[config.mk]
export PLATFORM = sky130hd
export DESIGN_NAME = lcd_scan_ctrl
export DESIGN_NICKNAME = d
export VERILOG_FILES = /design/src/rtl/lcd_timing_pkg.sv /design/src/rtl/scan_counter.sv /design/src/rtl/lcd_scan_ctrl.sv
export SDC_FILE = /design/constraint.sdc
export NUM_CORES = 1
export LEC_CHECK = 0
export ABC_AREA = 1
export BUFFER_PORTS_ARGS = -buffer_cell sky130_fd_sc_hd__clkbuf_2
export CAP_MARGIN = 20
export CORE_ASPECT_RATIO = 2
export CORE_UTILIZATION = 57
export CTS_BUF_LIST = sky130_fd_sc_hd__clkbuf_8
export DETAILED_ROUTE_END_ITERATION = 16
export PLACE_DENSITY = 0.8
export RECOVER_POWER = 100
export REMOVE_ABC_BUFFERS = 1
export SYNTH_ARGS = -nofsm -noshare
export SYNTH_HDL_FRONTEND = slang
export SYNTH_HIERARCHICAL = 1
export SYNTH_SLANG_ARGS = --single-unit
[constraint.sdc]
create_clock -name clock -period 3.2 [get_ports clock]
set_input_delay 0.32 -clock clock [delete_from_list [all_inputs] [get_ports clock]]
set_output_delay 0.32 -clock clock [all_outputs]
set_load 0.05 [all_outputs]
[src/rtl/lcd_timing_pkg.sv]
// Shared timing definitions for the LCD scan controller.
// Holds the scan state encoding, default panel timing and the line/frame total helpers.
package lcd_timing_pkg;

    typedef enum logic [1:0] {
        StIdle     = 2'd0,
        StRun      = 2'd1,
        StStopping = 2'd2
    } scan_state_e;

    localparam int unsigned DefHActive = 320;
    localparam int unsigned DefHFp     = 8;
    localparam int unsigned DefHSync   = 4;
    localparam int unsigned DefHBp     = 8;
    localparam int unsigned DefVActive = 240;
    localparam int unsigned DefVFp     = 4;
    localparam int unsigned DefVSync   = 2;
    localparam int unsigned DefVBp     = 4;
    localparam int unsigned DefHw      = 10;
    localparam int unsigned DefVw      = 9;

    function automatic int unsigned h_total(input int unsigned act, input int unsigned fp,
                                            input int unsigned sync, input int unsigned bp);
        return act + fp + sync + bp;
    endfunction

    function automatic int unsigned v_total(input int unsigned act, input int unsigned fp,
                                            input int unsigned sync, input int unsigned bp);
        return act + fp + sync + bp;
    endfunction

endpackage

[src/rtl/scan_counter.sv]
// Width-parameterised up-counter with enable, synchronous clear and wrap at Last.
// Exposes the next-state value so callers can decode registered outputs in step.
module scan_counter #(
    parameter int unsigned Width = 10,
    parameter int unsigned Last  = 7
) (
    input  logic             clk_i,
    input  logic             rst_ni,
    input  logic             clr_i,
    input  logic             en_i,
    output logic [Width-1:0] cnt_o,
    output logic [Width-1:0] nxt_o,
    output logic             tc_o
);

    localparam logic [Width-1:0] LastVal = Width'(Last);

    logic [Width-1:0] cnt_q, cnt_d;

    assign tc_o = (cnt_q == LastVal);

    always_comb begin
        cnt_d = cnt_q;
        if (clr_i) begin
            cnt_d = '0;
        end else if (en_i) begin
            cnt_d = tc_o ? '0 : cnt_q + Width'(1);
        end
    end

    always_ff @(posedge clk_i or negedge rst_ni) begin
        if (!rst_ni) begin
            cnt_q <= '0;
        end else begin
            cnt_q <= cnt_d;
        end
    end

    assign cnt_o = cnt_q;
    assign nxt_o = cnt_d;

endmodule

[src/rtl/lcd_scan_ctrl.sv]
// LCD frame-timing scheduler: x/y scan counters, data-enable, syncs and frame strobes.
// Optional LCD_SCAN_FRAME_COUNT_EN adds an 8-bit wrapping frame counter output.
module lcd_scan_ctrl
    import lcd_timing_pkg::*;
#(
    parameter int unsigned H_ACTIVE = DefHActive,
    parameter int unsigned H_FP     = DefHFp,
    parameter int unsigned H_SYNC   = DefHSync,
    parameter int unsigned H_BP     = DefHBp,
    parameter int unsigned V_ACTIVE = DefVActive,
    parameter int unsigned V_FP     = DefVFp,
    parameter int unsigned V_SYNC   = DefVSync,
    parameter int unsigned V_BP     = DefVBp,
    parameter int unsigned HW       = DefHw,
    parameter int unsigned VW       = DefVw
) (
    input  logic          clock,
    input  logic          reset_n,
    input  logic          pix_en,
    input  logic          start,
    input  logic          stop,
    output logic          busy,
    output logic [HW-1:0] x,
    output logic [VW-1:0] y,
    output logic          de,
    output logic          hsync,
    output logic          vsync,
    output logic          frame_start,
    output logic          frame_done
`ifdef LCD_SCAN_FRAME_COUNT_EN
    ,
    output logic [7:0]    frame_cnt
`endif
);

    localparam int unsigned H_TOTAL = h_total(H_ACTIVE, H_FP, H_SYNC, H_BP);
    localparam int unsigned V_TOTAL = v_total(V_ACTIVE, V_FP, V_SYNC, V_BP);

    // One extra bit so a boundary equal to 2^HW / 2^VW still compares correctly.
    localparam logic [HW:0] HActEnd = (HW+1)'(H_ACTIVE);
    localparam logic [HW:0] HsBeg   = (HW+1)'(H_ACTIVE + H_FP);
    localparam logic [HW:0] HsEnd   = (HW+1)'(H_ACTIVE + H_FP + H_SYNC);
    localparam logic [VW:0] VActEnd = (VW+1)'(V_ACTIVE);
    localparam logic [VW:0] VsBeg   = (VW+1)'(V_ACTIVE + V_FP);
    localparam logic [VW:0] VsEnd   = (VW+1)'(V_ACTIVE + V_FP + V_SYNC);

    scan_state_e state_q, state_d;

    logic          scanning, step, wrap, clr;
    logic          x_tc, y_tc;
    logic [HW-1:0] x_nxt;
    logic [VW-1:0] y_nxt;
    logic [HW:0]   x_ext;
    logic [VW:0]   y_ext;

    logic busy_q, busy_d;
    logic de_q, de_d;
    logic hsync_q, hsync_d;
    logic vsync_q, vsync_d;
    logic fs_q, fs_d;
    logic fd_q, fd_d;

    assign scanning = (state_q != StIdle);
    assign step     = scanning & pix_en;
    assign wrap     = step & x_tc & y_tc;
    assign clr      = (state_d == StIdle);

    always_comb begin
        state_d = state_q;
        unique case (state_q)
            StIdle:     if (start) state_d = StRun;
            StRun:      if (stop)  state_d = StStopping;
            StStopping: if (wrap)  state_d = StIdle;
            default:               state_d = StIdle;
        endcase
    end

    scan_counter #(
        .Width (HW),
        .Last  (H_TOTAL - 1)
    ) u_x_cnt (
        .clk_i  (clock),
        .rst_ni (reset_n),
        .clr_i  (clr),
        .en_i   (step),
        .cnt_o  (x),
        .nxt_o  (x_nxt),
        .tc_o   (x_tc)
    );

    scan_counter #(
        .Width (VW),
        .Last  (V_TOTAL - 1)
    ) u_y_cnt (
        .clk_i  (clock),
        .rst_ni (reset_n),
        .clr_i  (clr),
        .en_i   (step & x_tc),
        .cnt_o  (y),
        .nxt_o  (y_nxt),
        .tc_o   (y_tc)
    );

    assign x_ext = {1'b0, x_nxt};
    assign y_ext = {1'b0, y_nxt};

    // Strobes decode the next-state counters so they line up with the registered x/y.
    always_comb begin
        busy_d  = (state_d != StIdle);
        de_d    = busy_d && (x_ext < HActEnd) && (y_ext < VActEnd);
        hsync_d = busy_d && (x_ext >= HsBeg) && (x_ext < HsEnd);
        vsync_d = busy_d && (y_ext >= VsBeg) && (y_ext < VsEnd);
        fs_d    = ((state_q == StIdle) && start) || ((state_q == StRun) && wrap);
        fd_d    = wrap;
    end

    always_ff @(posedge clock or negedge reset_n) begin
        if (!reset_n) begin
            state_q <= StIdle;
            busy_q  <= 1'b0;
            de_q    <= 1'b0;
            hsync_q <= 1'b0;
            vsync_q <= 1'b0;
            fs_q    <= 1'b0;
            fd_q    <= 1'b0;
        end else begin
            state_q <= state_d;
            busy_q  <= busy_d;
            de_q    <= de_d;
            hsync_q <= hsync_d;
            vsync_q <= vsync_d;
            fs_q    <= fs_d;
            fd_q    <= fd_d;
        end
    end

    assign busy        = busy_q;
    assign de          = de_q;
    assign hsync       = hsync_q;
    assign vsync       = vsync_q;
    assign frame_start = fs_q;
    assign frame_done  = fd_q;

`ifdef LCD_SCAN_FRAME_COUNT_EN
    logic [7:0] fcnt_q, fcnt_d;

    always_comb begin
        fcnt_d = fcnt_q;
        if ((state_q == StIdle) && (state_d != StIdle)) begin
            fcnt_d = '0;
        end else if (wrap) begin
            fcnt_d = fcnt_q + 8'd1;
        end
    end

    always_ff @(posedge clock or negedge reset_n) begin
        if (!reset_n) begin
            fcnt_q <= '0;
        end else begin
            fcnt_q <= fcnt_d;
        end
    end

    assign frame_cnt = fcnt_q;
`endif

endmodule

* Word-level counts from Yosys, hierarchy flattened *
Index checks and enable logic that the tools add are counted.

storage, ports and cells
  logic and storage cells = 47
  input port bits = 5
  register bits = 27

cells by class
  bitwise logic cells = 3
  $add $sub $neg = 2
  mux-type cells = 10
  equal/unequal tests = 4
  reductions and logical operators = 13
  magnitude comparators = 6

operator list
  cell                                                   count
  two-way mux 10 bit                                     3
  two-way mux 9 bit                                      3
  < comparator 10 x 9 -> 1 bit (second input constant)   2
  < comparator 9 x 8 -> 1 bit (second input constant)    2
  adder 10 x 1 -> 10 bit (second input constant)         1
  == test 10 x 9 -> 1 bit (second input constant)        1
  >= comparator 10 x 9 -> 1 bit (second input constant)  1
  adder 9 x 1 -> 9 bit (second input constant)           1
  == test 9 x 8 -> 1 bit (second input constant)         1
  >= comparator 9 x 8 -> 1 bit (second input constant)   1
  logical AND 1 bit                                      8
  two-way mux 2 bit                                      3
  case mux 2 bit (3 select lines)                        1
  logical NOT 2 bit                                      2
  nonzero test 2 bit                                     2
  AND 1 bit                                              3
  == test 2 x 1 -> 1 bit (second input constant)         1
  == test 2 bit (second input constant)                  1
  logical OR 1 bit                                       1

* Logic depth before layout (Yosys ltp) *
Gate-level depths: netlist of the first run.

  word-level depth = 11
  depth in mapped cells = 17
  gate-level depth less buffers = 17

* Cells and area by module *
The synthesis of the first run kept the hierarchy.

by module, submodules not included
  module                   times used  area each (µm²)  cells each
  scan_counter at u_x_cnt  1           623.1            80
  scan_counter at u_y_cnt  1           559.3            68
  lcd_scan_ctrl            1           415.4            50

* Worst setup path after synthesis of the first run *
No wires, ideal clock.

  path type = reg2reg
  start = register u_x_cnt.cnt_q[0] (netlist: u_x_cnt/cnt_o[0])
  end = register vsync_q (netlist: vsync)
  library setup time = 63 ps
  data arrival time = 2638 ps
  path slack = 500 ps
  clock period less this slack = 2700 ps
  cell stages (with the launch flop) = 16
  buffers on the path = 1
  cell sequence = dfrtp_1 ha_1 nand2_1 nor2_1 and3_1 nor3b_1 buf_6 nand3_2 nor2_2 a21oi_1 nor2_1 nand3_1 nor3_1 and2_1 nand2_1 inv_1

on the way
  cells in the longest elaborated chain, start to end = 10
  elaborated cells between the ends (all ways) = 13
  classes of those cells = order compare: 2; eq/ne: 1; mux: 4; bitwise: 2; reduce/logical: 4

RTL lines
  element                          RTL line                                  source
  start: declaration               scan_counter.sv:18                        logic [Width-1:0] cnt_q, cnt_d;
  start signal: assignment         scan_counter.sv:35                        cnt_q <= cnt_d;
  == test 10 x 9 -> 1 bit (*)      scan_counter.sv:20                        assign tc_o = (cnt_q == LastVal);
  via x_tc                         lcd_scan_ctrl.sv:50                       logic x_tc, y_tc;
  AND 1 bit (*)                    lcd_scan_ctrl.sv:65, lcd_scan_ctrl.sv:98
  AND 1 bit                        lcd_scan_ctrl.sv:65                       assign wrap = step & x_tc & y_tc;
  two-way mux 2 bit                lcd_scan_ctrl.sv:73                       StStopping: if (wrap) state_d = StIdle;
  case mux 2 bit (3 select lines)  lcd_scan_ctrl.sv:70                       unique case (state_q)
  logical NOT 2 bit                lcd_scan_ctrl.sv:66                       assign clr = (state_d == StIdle);
  two-way mux 9 bit (*)            scan_counter.sv:24                        if (clr_i) begin
  via y_nxt[6]                     lcd_scan_ctrl.sv:52                       logic [VW-1:0] y_nxt;
  >= comparator 9 x 8 -> 1 bit     lcd_scan_ctrl.sv:112                      vsync_d = busy_d && (y_ext >= VsBeg) && (y_ext < VsEnd);
  logical AND 1 bit                lcd_scan_ctrl.sv:112
  logical AND 1 bit (*)            lcd_scan_ctrl.sv:112
  via vsync_d                      lcd_scan_ctrl.sv:59                       logic vsync_q, vsync_d;
  end signal: assignment           lcd_scan_ctrl.sv:131                      vsync_q <= vsync_d;
  end: declaration                 lcd_scan_ctrl.sv:59

Mark *: on every way through the listed nets, which the timed path passes. The rest lies on a longest branch.

* Final worst setup path of the first run *
Same ends and word-level chain as after synthesis.

==> impl_metrics.csv, run 1 <==
group,metric,value,unit
run_status,status,"completed",
final_layout,drive_above_1_share,13.9,%
routing,remaining_drc_errors,0,
sta,layout_min_cycle_time,2.77,ns
global_routing,grt_pass1_vias,1346,
synth,ys_dominant_reg_cell,"dfrtp_1",
routing,drt_iter0_drc,28,
final_layout,fin_cells,259,
sta,setup_tns,0,ns
die,die-area,3030,sq um
power,p_int,0.000538,W
placement,io_buffers,29,
cts,clockRootBuffer,"clkbuf_8",
sta,holdWs,0.272,ns
synth,seq_area_frac_synth,42.3,%
sta,tightest_slew,1.39,ns
cts,cts_max_level,1,
cts,cts_resized,0,
die,die_y,76.9,microns
setup_path,end_kind,"flop",
placement,dp_hpwl,3010,microns
placement,gp_congestion,0.809,
synth,async_flop_share,100,%
power,p_sw_share,42.0,%
cts,postCtsSetupRepairBufs,0,
die,floorplan.rows,26,
synth,yosys_warnings,6,
synth,syn_area,1600,sq um
synth,synth_common_cells,"nand2_1, inv_1, dfrtp_1",
routing,dr.pass1.iters,4,
final_layout,area_growth,9.24,%
setup_path,reg2reg_slack,0.43,ns
global_routing,gr-total-overflow,0,
final_layout,nets,240,
setup_path,required,3.42,ns
power,p_leak,0.855,nW
cts,clock_path_buffers,2,
routing,wl_per_cell,14.0,microns
sta,relSlewSlack,7.00,%
routing,viasPerCell,5.25,
sta,final_max_slew_viol_count,0,
global_routing,grt_use_total,27.6,%
power,ir_worst_vdd,377,uV
sta,rsz0062_at_grt,"false",
die,core,2600,sq um
sta,fin_skew,0.00341,ns
global_routing,antenna_found_initial,0,
sta,setup_viol,0,
synth,yosysMostFrequentCell,"nand2_1",
die,io_pins,30,
placement,placed_cells,255,
routing,num_vias,1359,
power,pwr-share-seq,44.0,%
cts,ctsHoldBuffers,0,
power,power.share.clock,20.7,%
cts,cts_tree,"done",
setup_path,cp_slowest_cell,"dfrtp_1",
synth,ys_seq_elements,27,
cts,cts_buffers,3,
setup_path,crit_chain,"ha_1 > nand2_1 > nor2_1 > and3_1 > nor3b_1 > buf_4 > nand3_2 > nor2_4 > o22ai_1 > nor2_1 > nand3_1 > nor3_1 > and2_1 > nand2_1 > inv_1",
die,dieWidth,39.4,microns
setup_path,path_class,"flop to flop",
sta,timing_hold_violations_final,0,
global_routing,grt_pass1_wl,5730,microns
synth,synth_top_area_share,42.3,%
global_routing,grt_max_degree,28,
setup_path,crit_fanout,7,
synth,synth.distinct_cells,31,
routing,drt-total-wl,3630,microns
synth,synth_area_leaders,"dfrtp_1, nand2_1, inv_1",
worst_hold_path,holdCritPathClass,"input pin to flop",
setup_path,cp-start-kind,"flop",
cts,clk_latency,0.27,ns
cts,cts.sinks,27,
power,power_density,532,nW/um^2
routing,ant_nets,0,
setup_path,cpPeakStageDelay,0.47,ns
placement,dpl_cell_area,1770,sq um
sta,post-route-period-util,86.7,%
job,maxCapViolations,0,
synth,synth_cells,198,
synth,yosysTopAreaCell,"dfrtp_1",
power,switching_power,0.000390,W
die,initial_core_util,61.4,%
final_layout,n_antenna_cell,0,
setup_path,arrival,2.99,ns
final_layout,design_area,1750,sq um
power,p_comb_share,35.3,%
synth,syn_area_per_cell,8.07,sq um
synth,synth_edf_count,0,
sta,fmax,0.361,GHz
cts,clk_pin_slew_worst_paths,0.09,ns
==> kinds of logic (layout without fill, tap and decap cells) <==
logic type	Yosys count	count (layout)	share of synthesized area, %
fa+ha+maj	3	3	2.35
compound gates	8	8	2.82
xor+xnor	6	6	3.29
simple gates	120	120	39.9
buf+inv	33	66	8.69
mux	1	1	0.626
flops	27	27	42.3
==> cells in the final DEF (no fill, tap or decap), types with 3 or more instances in the layout <==
cell      count
nor2_2        3
xor2_1        4
nor2_4        6
nand4_1       4
nand2_2       6
clkbuf_2      3
ha_1          3
a21oi_1       4
nand2_1      43
dfrtp_1      27
clkbuf_1     26
nand3_1      14
clkbuf_8      3
inv_1        29
nor2_1       30
==> critical path: cells and delay by family (launching register included) <==
family	cells	cell delay, ns
flip-flops	1	0.47
buffers and inverters	2	0.25
AO/OA/AOI/OAI	1	0.07
adder cells (fa/ha/maj)	1	0.29
AND/OR/NAND/NOR	11	1.65
==> flip-flops by register name, summed over array words and instances, names as in the netlist <==
register       flops
u_x_cnt/cnt_o     10
u_y_cnt/cnt_o      9
state_q            2
busy               1
de                 1
frame_done         1
frame_start        1
hsync              1
vsync              1
==> cell type report <==
class / instances / area [sq um]
clock buffers: 3 / 41.3
clock inverters: 1 / 5.00
fillers: 244 / 857
inverters: 31 / 116
multi-input cells: 138 / 744
flip-flops and latches: 27 / 676
well taps: 28 / 35.0
repair buffers: 31 / 128
==> worst paths after layout <==
kind | start | cells after the start | endpoint
max in group asynchronous | reset_n | 1 | busy
setup reg to reg | u_x_cnt/cnt_o[0] | 15 | vsync
min in group asynchronous | reset_n | 1 | u_y_cnt/cnt_o[6]
hold / removal | stop | 2 | state_q[0]
setup / recovery | u_x_cnt/cnt_o[0] | 15 | vsync
hold reg to reg | u_y_cnt/cnt_o[6] | 2 | u_y_cnt/cnt_o[6]
==> stage by stage <==
stage | total power [W] | worst slack [ns] | utilization, %
after global routing | 0.000980 | 0.153 | 67.1
after detailed placement | 0.000790 | 0.462 | 68.0
after CTS | 0.000977 | 0.425 | 69.8
final | 0.000928 | 0.426 | 67.1
after global placement | 0.000775 | 0.476 | 68.0
after floorplan | 0.000696 | 0.0240 | -
==> layer usage <==
| layer | vias up | global-route usage, % | wire length [microns] |
|---|---|---|---|
| met4 | 0 | 16.6 | 169 |
| li1 | 681 | - | - |
| met2 | 33 | 51.1 | 2190 |
| met5 | - | 0 | 0 |
| met3 | 13 | 3.47 | 80 |
| met1 | 632 | 24.5 | 1190 |
==> power groups by stage <==
stage                     Sequential [W]  Combinational (W)  Clock, W
after CTS                       0.000411           0.000373  0.000193
after global placement          0.000415           0.000360         0
after floorplan                 0.000501           0.000195         0
after global routing            0.000412           0.000358  0.000210
after detailed placement        0.000418           0.000372         0
final                           0.000408           0.000328  0.000192
No activity file was read; power rests on OpenSTA's default activity.
==> inputs of run 2 (changes only) <==
CELL_PAD_IN_SITES_DETAIL_PLACEMENT = 0   (was not set)
CELL_PAD_IN_SITES_GLOBAL_PLACEMENT = 1   (was not set)
CORE_UTILIZATION = 42   (was 57)
==> run 2 against run 1 <==
Power hardly changed. Combinational power is 2% higher. Flip-flop and latch count stayed put. Highest routed layer unchanged. Non-clock buffer count stayed put. Largest cell class unchanged. Global-route usage is 7.0 points lower. Maximum frequency is 0.99% lower.
==> impl_metrics.csv, run 2 (synthesis results as in run 1) <==
group,metric,value,unit
routing,wl_per_cell,13.0,microns
sta,rsz0062_at_grt,"false",
cts,clk_latency,0.27,ns
setup_path,cpPeakStageDelay,0.48,ns
die,initial_core_util,44.3,%
sta,relSlewSlack,3.22,%
placement,gp_congestion,0.787,
final_layout,n_antenna_cell,0,
global_routing,grt_max_degree,28,
placement,dp_hpwl,2950,microns
power,ir_worst_vdd,265,uV
die,dieWidth,45.6,microns
cts,cts_buffers,3,
setup_path,cp-start-kind,"flop",
die,floorplan.rows,31,
sta,fmax,0.357,GHz
global_routing,grt_use_total,20.6,%
setup_path,required,3.41,ns
global_routing,grt_pass1_wl,5940,microns
worst_hold_path,whs_endpoint,"state_q[0]",
sta,holdWs,0.253,ns
sta,fin_skew,0.00415,ns
sta,final_max_slew_viol_count,0,
setup_path,reg2reg_slack,0.40,ns
power,p_leak,0.855,nW
routing,drt-total-wl,3640,microns
final_layout,final_common_cell,"nand2_1",
setup_path,r2r-end,"vsync",
die,die-area,4070,sq um
final_layout,area_growth,10.8,%
cts,cts_max_level,1,
die,die_y,89.2,microns
routing,viasPerCell,4.75,
setup_path,r2r_start,"u_x_cnt/cnt_o[0]",
setup_path,crit_fanout,7,
routing,dr.pass1.iters,4,
routing,remaining_drc_errors,0,
sta,post-route-period-util,87.5,%
worst_hold_path,holdCritPathClass,"input pin to flop",
cts,postCtsSetupRepairBufs,0,
job,maxCapViolations,0,
die,io_pins,30,
routing,drt_iter0_drc,33,
cts,ctsHoldBuffers,0,
setup_path,cp_slowest_cell,"dfrtp_1",
routing,num_vias,1330,
routing,ant_nets,0,
setup_path,crit_chain,"ha_1 > nand2_1 > nor2_1 > and3_1 > nor3b_1 > buf_4 > nand2_4 > nor2_4 > nand3_1 > nand2_1 > nand2_1 > nor2_1 > inv_1 > nor3_1 > and2_0 > nand2_1 > inv_1",
setup_path,reg2reg_depth,17,
setup_path,arrival,3.02,ns
final_layout,fillers,412,
cts,clk_pin_slew_worst_paths,0.09,ns
final_layout,layout.cells.most_common_list,"nand2_1, inv_1, nor2_1",
cts,clockRootBuffer,"clkbuf_8",
placement,io_buffers,29,
sta,timing_hold_violations_final,0,
global_routing,grt_pass1_vias,1369,
cts,cts.sinks,27,
global_routing,gr-total-overflow,0,
die,core,3610,sq um
cts,clock_path_buffers,2,
worst_hold_path,min_path_cells,2,
setup_path,cp_common_cell,"nand2_1",
sta,tightest_slew,1.45,ns
cts,cts_tree,"done",
final_layout,largest_reg_flops,10,
setup_path,end_kind,"flop",
sta,setup_viol,0,
setup_path,path_class,"flop to flop",
final_layout,nets,240,
power,finalPower,0.000928,W
run_status,status,"completed",
global_routing,antenna_found_initial,0,
cts,cts_resized,0,
power,power_density,524,nW/um^2
sta,setup_tns,0,ns
sta,layout_min_cycle_time,2.80,ns
worst_hold_path,min_from,"stop",
final_layout,drive_above_1_share,13.4,%
[run 2: cell types whose count changed in the layout (fill, tap and decap cells not counted)]
cell,previous run,this run
inv_1,29,30
clkinv_2,1,0
and2_1,1,0
and2_0,0,1
[run 2: power by group]
part	switching [W]	internal (W)	leakage, nW
combinational	0.000261	0.0000717	0.461
clock	0.000103	0.0000859	0.0269
sequential	0.0000279	0.000379	0.368
[run 2: cell type report]
cell class	instances	area [sq um]	share of cell area, %
Multi-Input combinational cell	138	744	42.0
Sequential cell	27	676	38.2
Timing Repair Buffer	31	128	7.21
Inverter	31	116	6.57
Tap cell	49	61.3	3.46
Clock buffer	3	41.3	2.33
Clock inverter	1	3.75	0.212
[run 2: worst max-delay path, delay by kind of cell (launching register included)]
kind	cells	cell delay [ns]
buffers and inverters	3	0.31
flip-flops	1	0.48
AND/OR/NAND/NOR	13	1.68
adder cells (fa/ha/maj)	1	0.27
[run 2: worst max-delay path by stage]
stage / startpoint / to / slack [ns] / cells after the start
floorplan: u_x_cnt/cnt_o[0] / vsync / 0.02 / 14
global placement: u_x_cnt/cnt_o[0] / vsync / 0.48 / 17
detailed placement: u_x_cnt/cnt_o[0] / vsync / 0.48 / 17
CTS: u_x_cnt/cnt_o[0] / vsync / 0.43 / 15
global route: u_x_cnt/cnt_o[0] / vsync / 0.13 / 17
finish: u_x_cnt/cnt_o[0] / vsync / 0.40 / 17
[run 2: layer usage]
layer / GRT usage (%) / wire length [microns] / share of wire (%) / vias up
met5: 0 / 0 / 0 / -
met4: 10.2 / 42 / 1.2 / 0
met3: 1.82 / 78 / 2.1 / 4
met2: 41.7 / 2280 / 63 / 32
met1: 18.5 / 1230 / 34 / 621
li1: - / - / - / 673
[run 2: stage by stage]
stage          cells  setup WS [ns]  utilization (%)  area, sq um
5_1_grt          280          0.130             49.1         1770
3_3_place_gp     276          0.477             49.8         1800
2_1_floorplan    196         0.0240                -         1580
6_report         280          0.399             49.1         1770
4_1_cts          280          0.432             51.1         1840
3_5_place_dp     276          0.477             49.8         1800
==> inputs of run 3 (changes only) <==
GPL_TIMING_DRIVEN = 0   (was not set)
PLACE_DENSITY = 0.88   (was 0.8)
==> run 3 against run 2 <==
Largest cell class unchanged. Count of clock-buffer cells in the layout is the same. Maximum frequency fell by 0.18%. Routed wire length down 12%. Via count is 0.23% higher. Clock skew fell by 0.0030 ns.
==> impl_metrics.csv, run 3 (synthesis results as in run 1) <==
group,metric,value,unit
run_status,status,"completed",
setup_path,cpPeakStageDelay,0.46,ns
setup_path,worst_path_dominant_cell_family,"simple AND/OR/NAND/NOR gates",
worst_hold_path,min_from,"stop",
global_routing,grt_use_total,19.3,%
setup_path,reg2reg_depth,14,
setup_path,cp-start-kind,"flop",
sta,setup_viol,0,
die,core,3610,sq um
final_layout,n_antenna_cell,0,
final_layout,fillers,397,
sta,tightest_slew,1.39,ns
final_layout,final_common_cell,"nand2_1",
routing,wl_per_cell,11.5,microns
worst_hold_path,holdCritPathClass,"input pin to flop",
worst_hold_path,min_path_cells,2,
cts,clk_pin_slew_worst_paths,0.09,ns
global_routing,grt_pass1_vias,1274,
setup_path,r2r_start,"u_x_cnt/cnt_o[0]",
global_routing,antenna_found_initial,0,
sta,final_max_slew_viol_count,0,
sta,timing_hold_violations_final,0,
global_routing,grt_max_degree,28,
die,initial_core_util,44.3,%
cts,cts.sinks,27,
sta,post-route-period-util,87.7,%
placement,placed_cells,274,
global_routing,gr-total-overflow,0,
final_layout,nets,238,
cts,clk_latency,0.28,ns
die,floorplan.rows,31,
placement,dp_hpwl,2650,microns
worst_hold_path,whs_endpoint,"state_q[0]",
sta,timing.final.ws_setup,0.394,ns
global_routing,use_met3,0.606,%
sta,layout_min_cycle_time,2.81,ns
placement,dp_slack,-0.213,ns
global_routing,use_met2,37.1,%
placement,io_buffers,29,
power,p_leak,0.854,nW
setup_path,crit_chain,"ha_1 > nand2_1 > nor2_1 > and3_1 > nor3b_4 > nand3_2 > nor2_1 > a21oi_1 > nor2_1 > nand3_1 > nor3_1 > and2_0 > nand2_1 > inv_1",
placement,gp_congestion,0.778,
routing,ant_nets,0,
setup_path,end_kind,"flop",
setup_path,reg2reg_slack,0.39,ns
final_layout,fin_cells,278,
setup_path,r2r-end,"vsync",
setup_path,path_buf_inv,1,
setup_path,path_class,"flop to flop",
final_layout,drive_above_1_share,14.8,%
routing,dr.pass1.iters,4,
die,die_y,89.2,microns
setup_path,crit_fanout,7,
final_layout,area_growth,12.1,%
cts,ctsHoldBuffers,0,
cts,cts_max_level,1,
sta,fmax,0.356,GHz
global_routing,grt_pass1_wl,5620,microns
die,io_pins,30,
final_layout,largest_reg_flops,10,
cts,clockRootBuffer,"clkbuf_8",
routing,drt_iter0_drc,21,
sta,rsz0062_at_grt,"false",
power,power_density,537,nW/um^2
die,dieWidth,45.6,microns
sta,relSlewSlack,7.57,%
sta,fin_skew,0.00119,ns
final_layout,layout.cells.most_common_list,"nand2_1, inv_1, nor2_1",
routing,num_vias,1333,
global_routing,gr-usage-met1,19.9,%
setup_path,required,3.42,ns
setup_path,cp_slowest_cell,"dfrtp_1",
cts,cts_buffers,3,
job,maxCapViolations,0,
power,ir_worst_vdd,268,uV
routing,viasPerCell,4.79,
die,die-area,4070,sq um
routing,drt-total-wl,3210,microns
setup_path,cp_common_cell,"nor2_1",
cts,clock_path_buffers,2,
setup_path,arrival,3.03,ns
global_routing,grt_busiest_layer,"met2",
routing,remaining_drc_errors,0,
cts,cts_tree,"done",
==> run 3: cell count changes in the layout (fill, tap and decap cells not counted) <==
cell / delta
nor2_1: -1
nor3b_1: -1
nand2_1: -1
nor2_2: +1
nand3_1: -1
clkinv_2: +1
nand2_4: +1
inv_1: -1
nand3_4: +1
buf_4: -2
nor3b_4: +1
==> run 3: cell type report <==
type | count | area, sq um | area share [%]
Clock buffer | 3 | 41.3 | 2.31
Clock inverter | 1 | 5.00 | 0.280
Inverter | 31 | 116 | 6.50
Multi-Input combinational cell | 138 | 778 | 43.5
Sequential cell | 27 | 676 | 37.7
Tap cell | 49 | 61.3 | 3.42
Timing Repair Buffer | 29 | 113 | 6.29
==> run 3: per-stage QoR <==
stage               utilization (%)  setup TNS [ns]  total power [W]  instance area [sq um]  hold WS (ns)
floorplan                         -               0         0.000696                   1580        0.0244
global placement               49.4          -0.337         0.000786                   1780         0.382
detailed placement             49.4          -0.364         0.000791                   1780         0.385
CTS                            50.8               0         0.000985                   1830        0.0829
global route                   49.6               0          0.00102                   1790         0.248
finish                         49.6               0         0.000961                   1790         0.246
==> run 3: timing repair <==
action,CTS,global route
setup endpoints to repair,2,2
pin swaps,0,0
buffers inserted,0,0
cloned,0,0
gates resized for setup,1,1
==> run 3: where the power goes <==
part	total [W]	switching [W]	leakage, nW	internal (W)
logic	0.000361	0.000281	0.460	0.0000806
registers	0.000404	0.0000254	0.368	0.000378
clock network	0.000196	0.000108	0.0255	0.0000875
total	0.000961	0.000414	0.854	0.000546
==> run 3: metal layers <==
metal  share of wire, %  vias up
met1                 35      628
met4                2.2        0
li1                   -      677
met5                  0        -
met2                 60       23
met3                2.8        5
==> run 3: how the worst max path moves through the flow <==
stage / from / endpoint / slack [ns] / depth (start not counted)
after floorplan: u_x_cnt/cnt_o[0] / vsync / 0.02 / 14
after global placement: u_x_cnt/cnt_o[0] / vsync / -0.20 / 13
after detailed placement: u_x_cnt/cnt_o[0] / vsync / -0.21 / 13
after CTS: u_x_cnt/cnt_o[0] / vsync / 0.21 / 13
after global routing: u_x_cnt/cnt_o[0] / vsync / 0.04 / 14
final: u_x_cnt/cnt_o[0] / vsync / 0.39 / 14
